$ cat src/rtl/sdram_arb_pkg.sv
// Shared types and helpers for the round-robin SDRAM port arbiter.
package sdram_arb_pkg;

  localparam int unsigned NCLI_MAX = 8;
  localparam int unsigned DATA_W   = 16;
  localparam int unsigned BE_W     = 2;

  typedef enum logic [1:0] {
    SYNC = 2'd0,
    IDLE = 2'd1,
    WAIT = 2'd2,
    DONE = 2'd3
  } state_e;

  // Byte enables become write strobes {wrh,wrl} only for writes.
  function automatic logic [1:0] be_to_wr(input logic we, input logic [1:0] be);
    return we ? be : 2'b00;
  endfunction

endpackage

$ cat src/rtl/sdram_rr_arbiter_if.sv
// Client-side level/ready bus plus toggle-handshake controller port.
interface sdram_rr_arbiter_if #(
  parameter int unsigned NCLI = 4,
  parameter int unsigned AW   = 24
);

  logic [NCLI-1:0]      cli_req;
  logic [NCLI-1:0]      cli_we;
  logic [2*NCLI-1:0]    cli_be;
  logic [NCLI*AW-1:0]   cli_addr;
  logic [NCLI*16-1:0]   cli_din;
  logic [NCLI-1:0]      cli_ready;
  logic [15:0]          cli_dout;

  logic                 sd_req;
  logic                 sd_ack;
  logic [AW-1:0]        sd_addr;
  logic                 sd_rd;
  logic                 sd_wrl;
  logic                 sd_wrh;
  logic [15:0]          sd_din;
  logic [15:0]          sd_dout;

  // Arbiter side.
  modport slave (
    input  cli_req, cli_we, cli_be, cli_addr, cli_din, sd_ack, sd_dout,
    output cli_ready, cli_dout, sd_req, sd_addr, sd_rd, sd_wrl, sd_wrh, sd_din
  );

  // Environment side: clients and controller.
  modport master (
    output cli_req, cli_we, cli_be, cli_addr, cli_din, sd_ack, sd_dout,
    input  cli_ready, cli_dout, sd_req, sd_addr, sd_rd, sd_wrl, sd_wrh, sd_din
  );

endinterface

$ cat src/rtl/sdram_rr_arbiter_rr_pick.sv
// Combinational rotating-priority picker: first asserted request at or after base.
module rr_pick #(
  parameter int unsigned N  = 4,
  parameter int unsigned IW = (N > 1) ? $clog2(N) : 1
) (
  input  logic [N-1:0]  req_i,
  input  logic [IW-1:0] base_i,
  output logic          valid_c_o,
  output logic [IW-1:0] idx_c_o
);

  // Scan from the farthest offset down so the nearest requester wins.
  always_comb begin
    valid_c_o = 1'b0;
    idx_c_o   = '0;
    for (int k = int'(N) - 1; k >= 0; k--) begin
      if (req_i[(int'(base_i) + k) % int'(N)]) begin
        valid_c_o = 1'b1;
        idx_c_o   = IW'((int'(base_i) + k) % int'(N));
      end
    end
  end

endmodule

$ cat src/rtl/sdram_rr_arbiter.sv
// Round-robin arbiter sharing one toggle-handshake SDRAM port among NCLI clients.
module sdram_rr_arbiter
  import sdram_arb_pkg::*;
#(
  parameter int unsigned NCLI = 4,
  parameter int unsigned AW   = 24
) (
  input logic              clk,
  input logic              reset,
  sdram_rr_arbiter_if.slave bus
);

  localparam int unsigned IW = (NCLI > 1) ? $clog2(NCLI) : 1;

  state_e            state_q, state_d;
  logic [IW-1:0]     rr_ptr_q, rr_ptr_d;
  logic [IW-1:0]     grant_q, grant_d;
  logic              sd_req_q, sd_req_d;
  logic [AW-1:0]     sd_addr_q, sd_addr_d;
  logic              sd_rd_q, sd_rd_d;
  logic              sd_wrl_q, sd_wrl_d;
  logic              sd_wrh_q, sd_wrh_d;
  logic [DATA_W-1:0] sd_din_q, sd_din_d;
  logic [NCLI-1:0]   cli_ready_q, cli_ready_d;
  logic [DATA_W-1:0] cli_dout_q, cli_dout_d;

  logic              pick_valid_c;
  logic [IW-1:0]     pick_idx_c;
  logic              sel_we_c;
  logic [BE_W-1:0]   sel_be_c;
  logic [AW-1:0]     sel_addr_c;
  logic [DATA_W-1:0] sel_din_c;

  rr_pick #(.N(NCLI), .IW(IW)) u_pick (
    .req_i     (bus.cli_req),
    .base_i    (rr_ptr_q),
    .valid_c_o (pick_valid_c),
    .idx_c_o   (pick_idx_c)
  );

  // Payload of the client the picker selected this cycle.
  assign sel_we_c   = bus.cli_we[pick_idx_c];
  assign sel_be_c   = bus.cli_be[32'(pick_idx_c) * BE_W +: BE_W];
  assign sel_addr_c = bus.cli_addr[32'(pick_idx_c) * AW +: AW];
  assign sel_din_c  = bus.cli_din[32'(pick_idx_c) * DATA_W +: DATA_W];

  // State and output registers.
  always_ff @(posedge clk or posedge reset) begin
    if (reset) begin
      state_q     <= SYNC;
      rr_ptr_q    <= '0;
      grant_q     <= '0;
      sd_req_q    <= 1'b0;
      sd_addr_q   <= '0;
      sd_rd_q     <= 1'b0;
      sd_wrl_q    <= 1'b0;
      sd_wrh_q    <= 1'b0;
      sd_din_q    <= '0;
      cli_ready_q <= '0;
      cli_dout_q  <= '0;
    end else begin
      state_q     <= state_d;
      rr_ptr_q    <= rr_ptr_d;
      grant_q     <= grant_d;
      sd_req_q    <= sd_req_d;
      sd_addr_q   <= sd_addr_d;
      sd_rd_q     <= sd_rd_d;
      sd_wrl_q    <= sd_wrl_d;
      sd_wrh_q    <= sd_wrh_d;
      sd_din_q    <= sd_din_d;
      cli_ready_q <= cli_ready_d;
      cli_dout_q  <= cli_dout_d;
    end
  end

  // Next-state: sync to controller, grant, wait for ack, pulse ready.
  always_comb begin
    state_d     = state_q;
    rr_ptr_d    = rr_ptr_q;
    grant_d     = grant_q;
    sd_req_d    = sd_req_q;
    sd_addr_d   = sd_addr_q;
    sd_rd_d     = sd_rd_q;
    sd_wrl_d    = sd_wrl_q;
    sd_wrh_d    = sd_wrh_q;
    sd_din_d    = sd_din_q;
    cli_ready_d = '0;
    cli_dout_d  = cli_dout_q;

    case (state_q)
      SYNC: begin
        // A stale access from before reset must land before anything new is issued.
        if (bus.sd_ack == sd_req_q) state_d = IDLE;
      end
      IDLE: begin
        if (pick_valid_c) begin
          grant_d = pick_idx_c;
          if (sel_we_c && (sel_be_c == 2'b00)) begin
            // Empty write: nothing to send downstream, just complete it.
            state_d = DONE;
          end else begin
            sd_addr_d              = sel_addr_c;
            sd_din_d               = sel_din_c;
            sd_rd_d                = ~sel_we_c;
            {sd_wrh_d, sd_wrl_d}   = be_to_wr(sel_we_c, sel_be_c);
            sd_req_d               = ~sd_req_q;
            state_d                = WAIT;
          end
        end
      end
      WAIT: begin
        if (bus.sd_ack == sd_req_q) begin
          if (sd_rd_q) cli_dout_d = bus.sd_dout;
          state_d = DONE;
        end
      end
      DONE: begin
        cli_ready_d[grant_q] = 1'b1;
        rr_ptr_d = (grant_q == IW'(NCLI - 1)) ? '0 : grant_q + IW'(1);
        state_d  = IDLE;
      end
      default: state_d = SYNC;
    endcase
  end

  assign bus.sd_req    = sd_req_q;
  assign bus.sd_addr   = sd_addr_q;
  assign bus.sd_rd     = sd_rd_q;
  assign bus.sd_wrl    = sd_wrl_q;
  assign bus.sd_wrh    = sd_wrh_q;
  assign bus.sd_din    = sd_din_q;
  assign bus.cli_ready = cli_ready_q;
  assign bus.cli_dout  = cli_dout_q;

endmodule

$ cat src/flat_wrapper.sv
// flat-port wrapper written by rule: the top's interface ports become plain ports
module sdram_rr_arbiter_flat import sdram_arb_pkg::*;
#(
  parameter int unsigned NCLI = 4,
  parameter int unsigned AW   = 24
)
  (clk, reset, bus_cli_req, bus_cli_we, bus_cli_be, bus_cli_addr, bus_cli_din, bus_sd_ack, bus_sd_dout, bus_cli_ready, bus_cli_dout, bus_sd_req, bus_sd_addr, bus_sd_rd, bus_sd_wrl, bus_sd_wrh, bus_sd_din);
  sdram_rr_arbiter_if #(.NCLI(NCLI), .AW(AW)) bus_i ();
  input logic clk;
  input logic reset;
  input wire logic [$bits(bus_i.cli_req)-1:0] bus_cli_req;
  input wire logic [$bits(bus_i.cli_we)-1:0] bus_cli_we;
  input wire logic [$bits(bus_i.cli_be)-1:0] bus_cli_be;
  input wire logic [$bits(bus_i.cli_addr)-1:0] bus_cli_addr;
  input wire logic [$bits(bus_i.cli_din)-1:0] bus_cli_din;
  input wire logic [$bits(bus_i.sd_ack)-1:0] bus_sd_ack;
  input wire logic [$bits(bus_i.sd_dout)-1:0] bus_sd_dout;
  output wire logic [$bits(bus_i.cli_ready)-1:0] bus_cli_ready;
  output wire logic [$bits(bus_i.cli_dout)-1:0] bus_cli_dout;
  output wire logic [$bits(bus_i.sd_req)-1:0] bus_sd_req;
  output wire logic [$bits(bus_i.sd_addr)-1:0] bus_sd_addr;
  output wire logic [$bits(bus_i.sd_rd)-1:0] bus_sd_rd;
  output wire logic [$bits(bus_i.sd_wrl)-1:0] bus_sd_wrl;
  output wire logic [$bits(bus_i.sd_wrh)-1:0] bus_sd_wrh;
  output wire logic [$bits(bus_i.sd_din)-1:0] bus_sd_din;
  assign bus_i.cli_req = bus_cli_req;
  assign bus_i.cli_we = bus_cli_we;
  assign bus_i.cli_be = bus_cli_be;
  assign bus_i.cli_addr = bus_cli_addr;
  assign bus_i.cli_din = bus_cli_din;
  assign bus_i.sd_ack = bus_sd_ack;
  assign bus_i.sd_dout = bus_sd_dout;
  assign bus_cli_ready = bus_i.cli_ready;
  assign bus_cli_dout = bus_i.cli_dout;
  assign bus_sd_req = bus_i.sd_req;
  assign bus_sd_addr = bus_i.sd_addr;
  assign bus_sd_rd = bus_i.sd_rd;
  assign bus_sd_wrl = bus_i.sd_wrl;
  assign bus_sd_wrh = bus_i.sd_wrh;
  assign bus_sd_din = bus_i.sd_din;
  sdram_rr_arbiter #(.NCLI(NCLI), .AW(AW)) u_core (.clk(clk), .reset(reset), .bus(bus_i));
endmodule
$ cat config.mk
export PLATFORM = sky130hd
export DESIGN_NAME = sdram_rr_arbiter_flat
export DESIGN_NICKNAME = d
export VERILOG_FILES = /design/src/rtl/sdram_arb_pkg.sv /design/src/rtl/sdram_rr_arbiter_if.sv /design/src/rtl/sdram_rr_arbiter_rr_pick.sv /design/src/rtl/sdram_rr_arbiter.sv /design/src/flat_wrapper.sv
export SDC_FILE = /design/constraint.sdc
export NUM_CORES = 1
export LEC_CHECK = 0
export ABC_AREA = 1
export CAP_MARGIN = 20
export CORE_MARGIN = 5
export CORE_UTILIZATION = 44
export CTS_CLUSTER_SIZE = 8
export DETAILED_ROUTE_END_ITERATION = 6
export PLACE_DENSITY = 0.95
export SYNTH_ARGS = -nofsm -noshare
export SYNTH_HDL_FRONTEND = slang
export SYNTH_SLANG_ARGS = --single-unit
$ cat constraint.sdc
create_clock -name clk -period 7.9 [get_ports clk]
set_clock_uncertainty 0.15 [all_clocks]
set_input_delay 2.37 -clock clk [delete_from_list [all_inputs] [get_ports clk]]
set_output_delay 2.37 -clock clk [all_outputs]
set_load 0.02 [all_outputs]
==> flow_metrics.py <==
metrics = {
    "drt": {
        "drt_first_pass_iters": 4,
        "num_vias": 5009,
        "drc": 0,
        "via_per_inst": 5.029,
        "drtAntennaViolNets": 0,
        "drt_first_iter_violations": 183,
        "drt_wl_total_mm": 14.97,
        "wire_per_inst_um": 15.03,
    },
    "final_layout": {
        "drive_gt1_frac": 0.1612,
        "fin_nets": 1054,
        "n_antenna_cell": 0,
        "area_delta_synth_final_pct": 57.95,
        "fin_area_um2": 7858,
        "fillers": 804,
    },
    "setup_path": {
        "r2r_end": "u_core.bus.sd_addr[11]$_DFFE_PP0P_",
        "cpMostUsedCell": "nand2_1",
        "critPathArrivalTime_ns": 5.96,
        "criticalPathCategory": "in2reg",
        "crit_path_max_incr_delay_ns": 0.82,
        "rrSetupSlack_ns": 3.88,
        "cp-start-kind": "input port",
        "crit_fanout": 45,
        "cp_cell_sequence": "clkdlybuf4s50_1 > nand2_1 > nand2_2 > nand2_1 > nor2_2 > o21ai_2 > a21boi_4 > nand3_2 > nand2_4 > nand3_4 > nand2_8 > nand2_1 > nand2_1",
        "crit_required_ns": 8.01,
        "reg2reg_from": "u_core.rr_ptr_q[0]$_DFFE_PP0P_",
        "slowest_stage": "a21boi_4",
        "r2r_cells": 12,
        "crit_path_end_kind": "flop",
    },
    "min_path": {
        "hp-start": "u_core.bus.sd_addr[10]$_DFFE_PP0P_",
        "min_path_cells": 2,
        "min_to": "u_core.bus.sd_addr[10]$_DFFE_PP0P_",
        "min_path_type": "reg2reg",
    },
    "synthesis": {
        "synth_most_common_cell": "nand2_1",
        "synthesis.area_um2": 4975,
        "synth_xor_area_frac": 0.001761,
        "synth_ff_type": "dfrtp_1",
        "async_reset_ff_frac": 1.000,
        "synth.distinct_cells": 32,
        "yosys.area.top_type": "dfrtp_1",
        "ys_ff_latch": 70,
        "synth_seq_area_share": 0.3521,
        "yosys_warnings": 0,
        "synth-edff-count": 0,
        "synth_compound_area_frac": 0.1449,
        "synth_nets": 822,
        "synthAdderAreaFrac": 0.02012,
        "synth_common_cells": "nand2_1 (95), o21ai_0 (83), dfrtp_1 (70)",
        "yosys-top-cells-area": "dfrtp_1 (35%), nand2_4 (10%), o21ai_0 (8.4%), nand2_1 (7.2%), nand3_1 (5.0%)",
        "syn_inst": 619,
        "synth_top_family_by_area": "simple AND/OR/NAND/NOR gates",
        "synth_top_area_share": 0.3521,
        "syn_avg_cell_area_um2": 8.037,
        "synth_mux_area_frac": 0.03622,
        "synth-simple-area-share": 0.3408,
    },
    "placed_design": {
        "port_buffers": 258,
        "placed_cell_area_um2": 7482,
        "pre_cts_slack_ns": 1.723,
        "gp_routability_congestion": 0.8709,
        "post-dp-hpwl_mm": 11.52,
    },
    "clock_network": {
        "cts_resized": 0,
        "htreeDepth": 3,
        "cts_inserted_buffers": 9,
        "clkLatencyLatePin_ns": 0.32,
        "root_buffer": "clkbuf_16",
        "cts_buffer_depth": 2,
        "cts_sinks": 70,
        "post_cts_buffers": 0,
        "cts_hold_buffers": 0,
        "cts_tree": "yes",
        "clk_pin_slew_ns": 0.06,
    },
    "floorplanning": {
        "die_h_um": 116.3,
        "core_um2": 10980,
        "rows": 38,
        "io_pins": 259,
        "fp.dieW_um": 116.3,
        "dieArea_um2": 13530,
        "start_util": 0.4530,
    },
    "job": {
        "cap_violations": 0,
    },
    "global_route": {
        "grt_start_max_net_pins": 129,
        "overflow": 0,
        "grt_first_pass_wirelength_mm": 22.96,
        "grt_usage": 0.2131,
        "grt_pass1_vias": 4937,
        "antenna_found_initial": 0,
    },
    "sta": {
        "rsz0062_at_grt": "no",
        "setup_violations": 0,
        "setup_ws_ns": 2.047,
        "slew_violations": 0,
        "tightest_slew_ns": 1.050,
        "hold_violations": 0,
        "slew_headroom": 0.2985,
        "fmax_mhz": 170.9,
        "setup_tns_ns": 0,
        "post-route-period-util": 0.7408,
        "min_period_ns": 5.853,
    },
    "pwr": {
        "powerDensity_nw_per_um2": 464.9,
        "peakVddDrop_mv": 0.2860,
        "power_leakage_nw": 3.604,
    },
    "run_status": {
        "status": "finished clean",
    },
}
power by group:
group          total (mW)  switching [mW]  internal [mW]
Combinational        2.51            1.50           1.00
Clock               0.442           0.161          0.281
Sequential          0.705           0.162          0.543
how the worst max path moves through the flow:
stage	end	cells past startpoint	slack (ns)	startpoint
after floorplan	u_core.bus.cli_dout[0]$_DFFE_PP0P_	1	3.61	reset
after global placement	u_core.bus.sd_addr[13]$_DFFE_PP0P_	13	1.83	bus_cli_req[3]
after CTS	u_core.bus.sd_din[13]$_DFFE_PP0P_	16	2.05	bus_cli_req[1]
final	u_core.bus.sd_addr[11]$_DFFE_PP0P_	13	2.05	bus_cli_req[2]
after global routing	u_core.bus.sd_addr[11]$_DFFE_PP0P_	13	1.75	bus_cli_req[2]
after detailed placement	u_core.bus.sd_addr[11]$_DFFE_PP0P_	13	1.72	bus_cli_req[2]
kinds of logic after synthesis:
| logic type | Yosys count |
|---|---|
| AOI/OAI and AO/OA | 130 |
| and+or+nand+nor | 290 |
| xor gates and xnor gates | 1 |
| adders and majority gates | 8 |
| DFF | 70 |
| buffers and inverters | 104 |
| muxes | 16 |
worst max-delay path: cells and delay by family:
family / cells / cell delay (ns)
buffers and inverters: 1 / 0.48
AOI/OAI and AO/OA: 2 / 0.91
and+or+nand+nor: 10 / 2.14
layout by cell type (no fill, tap or decap), drive strengths merged, types with 2 or more instances in the layout:
cell type and count:
clkdlybuf4s50 258, nand2 176, o21ai 87, dfrtp 70
inv 66, nand3 61, nor2 46, o22ai 40
mux2 16, clkbuf 9, ha 8, buf 5
nand3b 3, nand4 3, bufinv 2
stage by stage:
| stage | total power [mW] | util | cells | hold slack (ns) |
|---|---|---|---|---|
| 6_report | 3.653 | 0.7154 | 996 | 0.3217 |
| 5_1_grt | 3.968 | 0.7154 | 996 | 0.3455 |
| 4_1_cts | 3.641 | 0.7111 | 994 | 0.3248 |
| 3_5_place_dp | 3.182 | 0.6812 | 978 | 0.3103 |
| 3_3_place_gp | 3.107 | 0.6812 | 978 | 0.3086 |
| 2_1_floorplan | 2.582 | - | 619 | 0.3975 |
area by class of cell:
class                   count  area (um^2)  area share
multi-input cells         445         2710      0.3449
clock inverters             7        102.6     0.01306
clock buffers               9        225.2     0.02866
inverters                  62        240.2     0.03057
repair buffers            263         2653      0.3376
well taps                 140        175.2     0.02229
flip-flops and latches     70         1752      0.2229
sequential cells by signal, summed over array words and instances (netlist names):
name	count
u_core.bus.sd_addr	24
u_core.bus.cli_ready	4
u_core.bus.sd_req	1
u_core.rr_ptr_q	2
u_core.bus.sd_rd	1
u_core.state_q	2
u_core.bus.sd_wrh	1
u_core.bus.sd_din	16
u_core.bus.cli_dout	16
u_core.grant_q	2
u_core.bus.sd_wrl	1
per-layer routing:
metal	global-route usage	vias up	share of wire
met5	0	-	0
met4	0.07038	0	0.012
met3	0.05959	15	0.098
met2	0.3848	198	0.50
met1	0.2417	2297	0.39
li1	-	2499	-
Note: power is estimated with default switching activity, not from simulation.
